**config.mk**
```make
export PLATFORM = sky130hd
export DESIGN_NAME = dm_bus_bridge_flat
export DESIGN_NICKNAME = d
export VERILOG_FILES = /design/src/rtl/dm_bus_bridge_if.sv /design/src/rtl/dm_bus_bridge.sv /design/src/flat_wrapper.sv
export SDC_FILE = /design/constraint.sdc
export NUM_CORES = 1
export LEC_CHECK = 0
export CORE_MARGIN = 2
export CORE_UTILIZATION = 30
export CTS_BUF_LIST = sky130_fd_sc_hd__clkbuf_8 sky130_fd_sc_hd__clkbuf_16
export CTS_CLUSTER_SIZE = 12
export DETAILED_ROUTE_END_ITERATION = 10
export PLACE_DENSITY_LB_ADDON = 0.1
export SYNTH_ARGS = -nofsm -noshare
export SYNTH_HDL_FRONTEND = slang
export SYNTH_SLANG_ARGS = --single-unit
export TNS_END_PERCENT = 50
```
**constraint.sdc**
```tcl
create_clock -name clk -period 10 [get_ports clk]
set_clock_uncertainty 0.2 [all_clocks]
set_input_delay 2 -clock clk [delete_from_list [all_inputs] [get_ports clk]]
set_output_delay 2 -clock clk [all_outputs]
set_load 0.1 [all_outputs]
```
**src/rtl/dm_bus_bridge_if.sv**
```systemverilog
// Memory-bus side of the data-memory bridge: a valid/ready request channel
// plus a read-response channel (responses carry read data only).
interface dm_bus_bridge_if;
    logic        bus_req_valid;
    logic        bus_req_ready;
    logic        bus_req_we;
    logic [3:0]  bus_req_be;
    logic [15:0] bus_req_addr;
    logic [31:0] bus_req_wdata;
    logic        bus_rsp_valid;
    logic [31:0] bus_rsp_rdata;

    // Bridge side: issues requests, consumes responses.
    modport master (
        output bus_req_valid,
        output bus_req_we,
        output bus_req_be,
        output bus_req_addr,
        output bus_req_wdata,
        input  bus_req_ready,
        input  bus_rsp_valid,
        input  bus_rsp_rdata
    );

    // Memory side: accepts requests, returns read data.
    modport slave (
        input  bus_req_valid,
        input  bus_req_we,
        input  bus_req_be,
        input  bus_req_addr,
        input  bus_req_wdata,
        output bus_req_ready,
        output bus_rsp_valid,
        output bus_rsp_rdata
    );
endinterface

```
**src/rtl/dm_bus_bridge.sv**
```systemverilog
// Bridge from the core's SRAM-style data-memory port to a valid/ready bus.
// Stores are posted into a small FIFO write buffer; loads wait for the
// buffer to drain, then issue a single read and stall the core until the
// response (or a timeout) arrives.
module dm_bus_bridge #(
    parameter int WBUF_DEPTH = 2,
    parameter int TIMEOUT    = 64
) (
    input  logic                   clk,
    input  logic                   rst,
    input  logic                   DM_OE,
    input  logic [3:0]             DM_WEB,
    input  logic [13:0]            DM_A,
    input  logic [31:0]            DM_DI,
    output logic [31:0]            DM_DO,
    output logic                   dm_stall,
    output logic                   bus_err,
    dm_bus_bridge_if.master        bus
);

    localparam int PTR_W = (WBUF_DEPTH > 1) ? $clog2(WBUF_DEPTH) : 1;
    localparam int CNT_W = $clog2(WBUF_DEPTH + 1);
    localparam int TMO_W = (TIMEOUT > 1) ? $clog2(TIMEOUT) : 1;

    localparam logic [CNT_W-1:0] FULL_CNT = CNT_W'(WBUF_DEPTH);
    localparam logic [TMO_W-1:0] TMO_LAST = TMO_W'(TIMEOUT - 1);

    typedef enum logic [2:0] {
        ST_IDLE,
        ST_RD_DRAIN,
        ST_RD_REQ,
        ST_RD_WAIT,
        ST_RD_DONE
    } state_t;

    // Load FSM and its registered results
    state_t             state_q,   state_d;
    logic [TMO_W-1:0]   tmo_cnt_q, tmo_cnt_d;
    logic [31:0]        dm_do_q,   dm_do_d;
    logic               bus_err_q, bus_err_d;

    // Write-buffer bookkeeping
    logic [PTR_W-1:0]   wr_ptr_q, wr_ptr_d;
    logic [PTR_W-1:0]   rd_ptr_q, rd_ptr_d;
    logic [CNT_W-1:0]   count_q,  count_d;

    // Write-buffer payload storage (no reset needed: count gates validity)
    logic [13:0]        wbuf_addr [WBUF_DEPTH];
    logic [3:0]         wbuf_be   [WBUF_DEPTH];
    logic [31:0]        wbuf_data [WBUF_DEPTH];

    // Request decode; a store always wins over a simultaneous DM_OE
    logic is_store;
    logic is_load;
    logic buf_empty;
    logic buf_full;
    logic enq;
    logic drain_active;
    logic deq;

    assign is_store  = (DM_WEB != 4'hF);
    assign is_load   = DM_OE && !is_store;
    assign buf_empty = (count_q == '0);
    assign buf_full  = (count_q == FULL_CNT);

    // Stores are only posted from IDLE; the read phases own the bus so the
    // buffer drains everywhere else.
    assign enq          = (state_q == ST_IDLE) && is_store && !buf_full;
    assign drain_active = !buf_empty && (state_q != ST_RD_REQ) && (state_q != ST_RD_WAIT);
    assign deq          = drain_active && bus.bus_req_ready;

    assign DM_DO   = dm_do_q;
    assign bus_err = bus_err_q;

    // Write-buffer pointer and occupancy update
    always_comb begin
        wr_ptr_d = wr_ptr_q;
        rd_ptr_d = rd_ptr_q;
        count_d  = count_q;
        if (enq) begin
            wr_ptr_d = wr_ptr_q + PTR_W'(1);
        end
        if (deq) begin
            rd_ptr_d = rd_ptr_q + PTR_W'(1);
        end
        unique case ({enq, deq})
            2'b10:   count_d = count_q + CNT_W'(1);
            2'b01:   count_d = count_q - CNT_W'(1);
            default: count_d = count_q;
        endcase
    end

    // Write-buffer payload capture at the tail
    always_ff @(posedge clk) begin
        if (enq) begin
            wbuf_addr[wr_ptr_q] <= DM_A;
            wbuf_be[wr_ptr_q]   <= ~DM_WEB;
            wbuf_data[wr_ptr_q] <= DM_DI;
        end
    end

    // Write-buffer pointer/count registers
    always_ff @(posedge clk or posedge rst) begin
        if (rst) begin
            wr_ptr_q <= '0;
            rd_ptr_q <= '0;
            count_q  <= '0;
        end else begin
            wr_ptr_q <= wr_ptr_d;
            rd_ptr_q <= rd_ptr_d;
            count_q  <= count_d;
        end
    end

    // Bus request mux: the pending read has priority, otherwise drain the head
    always_comb begin
        bus.bus_req_valid = 1'b0;
        bus.bus_req_we    = 1'b0;
        bus.bus_req_be    = 4'h0;
        bus.bus_req_addr  = 16'h0000;
        bus.bus_req_wdata = 32'h0000_0000;
        if (state_q == ST_RD_REQ) begin
            bus.bus_req_valid = 1'b1;
            bus.bus_req_be    = 4'hF;
            bus.bus_req_addr  = {DM_A, 2'b00};
        end else if (drain_active) begin
            bus.bus_req_valid = 1'b1;
            bus.bus_req_we    = 1'b1;
            bus.bus_req_be    = wbuf_be[rd_ptr_q];
            bus.bus_req_addr  = {wbuf_addr[rd_ptr_q], 2'b00};
            bus.bus_req_wdata = wbuf_data[rd_ptr_q];
        end
    end

    // Core stall: uses only registered occupancy so bus_req_ready never
    // reaches dm_stall combinationally
    always_comb begin
        dm_stall = 1'b0;
        unique case (state_q)
            ST_IDLE:    dm_stall = is_load || (is_store && buf_full);
            ST_RD_DONE: dm_stall = 1'b0;
            default:    dm_stall = 1'b1;
        endcase
    end

    // Load FSM next-state, timeout counter, load data and sticky error
    always_comb begin
        state_d   = state_q;
        tmo_cnt_d = tmo_cnt_q;
        dm_do_d   = dm_do_q;
        bus_err_d = bus_err_q;

        unique case (state_q)
            ST_IDLE: begin
                if (is_load) begin
                    state_d = buf_empty ? ST_RD_REQ : ST_RD_DRAIN;
                end
            end
            ST_RD_DRAIN: begin
                // Loads never overtake older stores; no forwarding
                if (buf_empty) begin
                    state_d = ST_RD_REQ;
                end
            end
            ST_RD_REQ: begin
                if (bus.bus_req_ready) begin
                    state_d   = ST_RD_WAIT;
                    tmo_cnt_d = '0;
                end
            end
            ST_RD_WAIT: begin
                tmo_cnt_d = tmo_cnt_q + TMO_W'(1);
                if (bus.bus_rsp_valid) begin
                    // A response on the last allowed cycle still counts
                    dm_do_d = bus.bus_rsp_rdata;
                    state_d = ST_RD_DONE;
                end else if (tmo_cnt_q == TMO_LAST) begin
                    dm_do_d   = 32'h0000_0000;
                    bus_err_d = 1'b1;
                    state_d   = ST_RD_DONE;
                end
            end
            ST_RD_DONE: begin
                // Core consumes the load at this edge; do not re-issue it
                state_d = ST_IDLE;
            end
            default: begin
                state_d = ST_IDLE;
            end
        endcase

        // A response nobody asked for is a bus protocol error
        if (bus.bus_rsp_valid && (state_q != ST_RD_WAIT)) begin
            bus_err_d = 1'b1;
        end
    end

    // Load FSM registers
    always_ff @(posedge clk or posedge rst) begin
        if (rst) begin
            state_q   <= ST_IDLE;
            tmo_cnt_q <= '0;
            dm_do_q   <= 32'h0000_0000;
            bus_err_q <= 1'b0;
        end else begin
            state_q   <= state_d;
            tmo_cnt_q <= tmo_cnt_d;
            dm_do_q   <= dm_do_d;
            bus_err_q <= bus_err_d;
        end
    end

endmodule

```
**src/flat_wrapper.sv**
```systemverilog
// flat-port wrapper written by rule: the top's interface ports become plain ports
module dm_bus_bridge_flat 
#(
    parameter int WBUF_DEPTH = 2,
    parameter int TIMEOUT    = 64
)
  (clk, rst, DM_OE, DM_WEB, DM_A, DM_DI, DM_DO, dm_stall, bus_err, bus_bus_req_valid, bus_bus_req_we, bus_bus_req_be, bus_bus_req_addr, bus_bus_req_wdata, bus_bus_req_ready, bus_bus_rsp_valid, bus_bus_rsp_rdata);
  dm_bus_bridge_if bus_i ();
  input  logic clk;
  input  logic rst;
  input  logic DM_OE;
  input  logic [3:0] DM_WEB;
  input  logic [13:0] DM_A;
  input  logic [31:0] DM_DI;
  output logic [31:0] DM_DO;
  output logic dm_stall;
  output logic bus_err;
  output wire logic [$bits(bus_i.bus_req_valid)-1:0] bus_bus_req_valid;
  output wire logic [$bits(bus_i.bus_req_we)-1:0] bus_bus_req_we;
  output wire logic [$bits(bus_i.bus_req_be)-1:0] bus_bus_req_be;
  output wire logic [$bits(bus_i.bus_req_addr)-1:0] bus_bus_req_addr;
  output wire logic [$bits(bus_i.bus_req_wdata)-1:0] bus_bus_req_wdata;
  input wire logic [$bits(bus_i.bus_req_ready)-1:0] bus_bus_req_ready;
  input wire logic [$bits(bus_i.bus_rsp_valid)-1:0] bus_bus_rsp_valid;
  input wire logic [$bits(bus_i.bus_rsp_rdata)-1:0] bus_bus_rsp_rdata;
  assign bus_bus_req_valid = bus_i.bus_req_valid;
  assign bus_bus_req_we = bus_i.bus_req_we;
  assign bus_bus_req_be = bus_i.bus_req_be;
  assign bus_bus_req_addr = bus_i.bus_req_addr;
  assign bus_bus_req_wdata = bus_i.bus_req_wdata;
  assign bus_i.bus_req_ready = bus_bus_req_ready;
  assign bus_i.bus_rsp_valid = bus_bus_rsp_valid;
  assign bus_i.bus_rsp_rdata = bus_bus_rsp_rdata;
  dm_bus_bridge #(.WBUF_DEPTH(WBUF_DEPTH), .TIMEOUT(TIMEOUT)) u_core (.clk(clk), .rst(rst), .DM_OE(DM_OE), .DM_WEB(DM_WEB), .DM_A(DM_A), .DM_DI(DM_DI), .DM_DO(DM_DO), .dm_stall(dm_stall), .bus_err(bus_err), .bus(bus_i));
endmodule
```
Yosys cells after proc, flatten, opt, wreduce, memory -nomap -nowiden
Memory sizes are Yosys's and may differ from the RTL's.
Cells that the tools add are included.
{"block": "op_classes", "div_mod_pow": 0, "bitwise": 1, "n_mul": 0, "shift": 0, "n_reduce_logical": 23, "n_mux": 28, "addsub": 5, "order_cmp": 0, "eq_ne": 16}
{"operator": "$mux W32", "count": 4}
{"operator": "$mux W16", "count": 2}
{"operator": "$mux W3", "count": 5}
{"operator": "$pmux W3 S4", "count": 1}
{"operator": "$pmux W6 S2", "count": 1}
{"operator": "$reduce_bool A2 Y1", "count": 5}
{"operator": "$mux W1", "count": 9}
{"operator": "$ne A3 B2 Y1 const B", "count": 3}
{"operator": "$logic_and A1 B1 Y1", "count": 8}
{"operator": "$mux W4", "count": 2}
{"operator": "$add A6 B1 Y6 const B", "count": 1}
{"operator": "$eq A3 B2 Y1 const B", "count": 2}
{"operator": "$eq A6 B6 Y1 const B", "count": 1}
{"operator": "$mux W6", "count": 1}
{"operator": "$ne A2 B1 Y1 const B", "count": 3}
{"operator": "$eq A2 B2 Y1 const B", "count": 2}
{"operator": "$ne A4 B4 Y1 const B", "count": 1}
{"operator": "$not A4 Y4", "count": 1}
{"operator": "$pmux W2 S2", "count": 1}
{"operator": "$reduce_and A2 Y1", "count": 2}
{"operator": "$reduce_and A4 Y1", "count": 1}
{"operator": "$eq A3 B1 Y1 const B", "count": 1}
{"operator": "$eq A3 B3 Y1 const B", "count": 1}
{"operator": "$logic_not A1 Y1", "count": 3}
{"operator": "other kinds (11)", "count": 12}
{"block": "totals", "latchBits": 0, "input_bits": 87, "n_memories": 3, "mem_bits_ro": 0, "elab_cells": 83, "ramBits": 100, "register_bits": 46}
{"memory": "u_core.wbuf_data", "depth": 2, "width": 32, "read_ports": 1, "rd_clocked_by_memory_dff": 0, "write_ports": 1, "line_no": "dm_bus_bridge.sv:50", "source": "logic [31:0] wbuf_data [WBUF_DEPTH];"}
{"memory": "u_core.wbuf_addr", "depth": 2, "width": 14, "read_ports": 1, "rd_clocked_by_memory_dff": 0, "write_ports": 1, "line_no": "dm_bus_bridge.sv:48", "source": "logic [13:0] wbuf_addr [WBUF_DEPTH];"}
{"memory": "u_core.wbuf_be", "depth": 2, "width": 4, "read_ports": 1, "rd_clocked_by_memory_dff": 0, "write_ports": 1, "line_no": "dm_bus_bridge.sv:49", "source": "logic [3:0] wbuf_be [WBUF_DEPTH];"}

Longest topological paths before layout
{"block": "depth", "depth_word": 7, "mapped_depth": 8, "ltp_nobuf": 6}

Worst setup path after synthesis
OpenSTA, ideal clock, no wires.
{"block": "synth_timing", "path_kind": "input -> output", "from": "in DM_WEB[3]", "to": "out dm_stall", "setup_slack_ps": 3400, "arrival_ps": 4400, "stages": 3, "required_ps": 7800, "path_cell_list": "and4_4 > mux2i_1 > o21ai_0"}
{"block": "synth_via", "elab_chain_len": 5, "word_cells_on_any_way": 6, "classes_between": "eq/ne (1); mux (1); reduce/logical (4)"}
{"element": "start, declared", "line_no": "flat_wrapper.sv:12", "source": "input logic [3:0] DM_WEB;"}
{"element": "$ne A4 B4 Y1 (*)", "line_no": "dm_bus_bridge.sv:61", "source": "assign is_store = (DM_WEB != 4'hF);"}
{"element": "$logic_not A1 Y1", "line_no": "dm_bus_bridge.sv:62", "source": "assign is_load = DM_OE && !is_store;"}
{"element": "$logic_and A1 B1 Y1", "line_no": "dm_bus_bridge.sv:62"}
{"element": "$logic_or A1 B1 Y1 (*)", "line_no": "dm_bus_bridge.sv:140", "source": "ST_IDLE: dm_stall = is_load || (is_store && buf_full);"}
{"element": "$pmux W1 S2 (*)", "line_no": "dm_bus_bridge.sv:139", "source": "unique case (state_q)"}
{"element": "end, declared", "line_no": "flat_wrapper.sv:16", "source": "output logic dm_stall;"}
Every way passes the cells marked *; elsewhere a longest branch is shown, timed or not.

Worst setup path in the final report
{"block": "layout_timing", "from": "in DM_WEB[2]", "to": "out dm_stall"}
Same word-level chain as after synthesis.

==> results.json <==
{
  "row_count": 52,
  "synth-seq-cells": 146,
  "max-clock-path-buffers": 2,
  "antenna-diode-count": 0,
  "worst_setup_path_start_kind": "input pin",
  "synth_compound_area_frac": 0.08822,
  "first_global_vias": 4331,
  "worst_path_largest_cell_delay_ps": 1180,
  "grt_usage": 0.1378,
  "postCtsSetupRepairBufs": 0,
  "cts_inserted_buffers": 17,
  "syn2layout_area_growth_pct": 40.99,
  "final_min_period_over_clock_period": 0.6392,
  "hpwl_um": 9283,
  "share_of_synthesized_cell_area_in_and_or_nand_and_nor_gates": 0.08964,
  "number_of_input_and_output_port_buffers_inserted": 172,
  "routed_wl_um": 14570,
  "critPathTopFamily": "buffers and inverters",
  "postSynth.topFlopCell": "edfxtp_1",
  "worst_path_max_delay_cell": "clkdlybuf4s50_1",
  "cpMostUsedCell": "clkdlybuf4s50_1",
  "detail-route-antenna-nets": 0,
  "worst_case_headroom_to_the_max_slew_limit": 0.1787,
  "dr_total_vias": 4247,
  "die-width_um": 147.4,
  "grt_setup_unrepaired": "false",
  "yosysWarningCount": 0,
  "drt_first_iter_violations": 240,
  "run_status": "completed",
  "clock_insertion_delay_worst_skew_ps": 410,
  "synth_common_cells": "edfxtp_1 (100), nand2_1 (69), mux2i_1 (51)",
  "critical_path_arrival_ps": 4190,
  "tritoncts": "done",
  "synth.lib_cells_used.distinct": 44,
  "drv.max_cap_violation_count": 0,
  "netlist.top_cell.by_area": "edfxtp_1",
  "synth.area.top_cells": "edfxtp_1 (49%), dfrtp_1 (19%), mux2i_1 (8.3%), nand2_1 (4.2%), o311ai_0 (3.8%)",
  "timing.critical_path.required_ps": 7800,
  "grt_remaining_overflow": 0,
  "path_cells": "clkdlybuf4s50_1 > and4_4 > mux2i_1 > o21ai_0 > clkdlybuf4s50_1",
  "syn_avg_cell_area_um2": 13.02,
  "async_set_or_reset_register_ratio_after_synthesis": 0.3151,
  "actual_slew_at_the_worst_max_slew_pin_ps": 1231,
  "reg2reg_setup_slack_ps": 7530,
  "hold_viol": 0,
  "post_cts_resized": 0,
  "wl_per_cell_um": 15.82,
  "core_area_um2": 20230,
  "worstSetupEndpointType": "primary output",
  "htree_levels": 4,
  "max_slew_violation_total_from_the_final_report": 0,
  "clk_pin_slew_worst_paths_ps": 60,
  "initial_utilization": 0.3049,
  "path_max_fanout": 3,
  "tns_ps": 0,
  "layout_min_cycle_time_ps": 6392,
  "timing.hold.worst.class": "reg2reg",
  "critical_path_buf_inv_count": 2,
  "synth_edf_count": 100,
  "io_pins": 175,
  "clock_root_buffer_master": "clkbuf_16",
  "finalSetupViolations": 0,
  "grt_first_pass_wirelength_um": 23400,
  "area_share_of_xor_xnor_cells_in_the_synthesized_design": 0.01115,
  "remaining_drcs": 0,
  "chipHeight_um": 147.4,
  "nets": 727,
  "main_combinational_cell_family_by_area_after_synthesis": "simple AND/OR/NAND/NOR gates",
  "grt_max_degree": 53,
  "cts.sinks": 146,
  "drtPass1Iterations": 4,
  "yosys.area_share.adder": 0.004056,
  "cts_hold_repair.buffers": 0,
  "yosysMostFrequentCell": "edfxtp_1",
  "fillers": 1905,
  "post_synthesis_cell_count": 474,
  "seq_area_um2": 4158,
  "drive_gt1_frac": 0.07373,
  "antenna_violations_before_repair": 0,
  "synthMuxAreaShare": 0.08274,
  "synth.cell_area_um2": 6170,
  "multiInputGateArea_um2": 1729,
  "routed_vias_inst": 4.611,
  "max_freq_mhz": 156.4,
  "fp.dieArea_um2": 21730,
  "critical_path_class": "in2out",
  "synth_top_area_frac": 0.4867,
  "gp_routability_congestion": 0.7250,
  "seq_area_frac_synth": 0.6733
}
## placed cells by master (no fill, tap or decap), types with 2 or more instances in the layout
cell / count
a21oi_1: 2
a22o_1: 3
a31oi_1: 2
and3_1: 2
buf_4: 4
clkbuf_16: 17
clkdlybuf4s50_1: 172
clkinvlp_4: 3
conb_1: 2
dfrtp_1: 45
edfxtp_1: 100
ha_1: 2
inv_1: 38
inv_6: 6
mux2i_1: 51
nand2_1: 68
nand2b_1: 2
nand3_1: 3
nor2_1: 35
nor2_2: 2
nor2_4: 2
nor2b_1: 2
nor3_1: 3
o21ai_0: 7
o2bb2ai_1: 14
o311ai_0: 27
o311ai_1: 5
or2_2: 2
xnor2_1: 4
xor2_1: 2
## cells by family (layout without fill, tap and decap cells)
group                    after synthesis  in the layout
buffers and inverters                 71            247
other                                  1              2
multiplexers                          51             51
AO/OA/AOI/OAI                         67             67
adder cells (fa/ha/maj)                2              2
AND/OR/NAND/NOR                      129            129
XOR/XNOR                               7              7
flip-flops                           146            146
## tightest hold or removal path, stage by stage (launching register included)
cell and delay, ps:
dfrtp_1 370, a21oi_1 50, o41ai_1 60
## per-layer routing
metal	share of wire	global-route usage	routed length (um)
met3	0.067	0.04784	983
met1	0.44	0.1756	6346
met4	0.015	0.04663	218
met5	0	0	0
met2	0.48	0.2201	7021
## worst paths after layout
path	from	depth (start not counted)	to
setup / recovery	DM_WEB[2]	5	dm_stall
hold / removal	u_core.bus_err$_DFFE_PP0P_	2	u_core.bus_err$_DFFE_PP0P_
setup reg to reg	u_core.state_q[0]$_DFFE_PP0P_	4	u_core.wbuf_data[1][19]$_DFFE_PP_
hold reg to reg	u_core.bus_err$_DFFE_PP0P_	2	u_core.bus_err$_DFFE_PP0P_
max in group asynchronous	rst	2	u_core.rd_ptr_q$_DFFE_PP0P_
min in group asynchronous	rst	2	u_core.wr_ptr_q$_DFFE_PP0N_
## sequential cells by signal, summed over array words and instances (netlist names)
| signal | flops |
|---|---|
| u_core.wbuf_be | 8 |
| u_core.tmo_cnt_q | 6 |
| u_core.wr_ptr_q | 1 |
| u_core.state_q | 3 |
| u_core.DM_DO | 32 |
| u_core.count_q | 2 |
| u_core.wbuf_data | 64 |
| u_core.bus_err | 1 |
| u_core.wbuf_addr | 28 |
| u_core.rd_ptr_q | 1 |
## final cells by class
cell class                 instances  area share
sequential                       146      0.4780
timing repair buffer             176      0.2014
multi-input combinational        258      0.1988
clock buffer                      17     0.04891
tap                              270     0.03884
clock inverter                    15     0.01726
inverter                          39     0.01683
## per-stage QoR
step                hold WS (ps)  setup slack, ps  instances  area, um2    util
floorplan                  269.5             3400        475       6173       -
global placement           264.7             3613        889       8123  0.4014
detailed placement         291.7             3610        889       8123  0.4014
CTS                        319.6             3584        921       8698  0.4299
global route               353.9             3508        921       8698  0.4299
finish                     312.5             3608        921       8698  0.4299
Power is left out: the tool's default activity adds up to more than one toggle a clock period on the data nets, which glitch-free logic cannot reach.
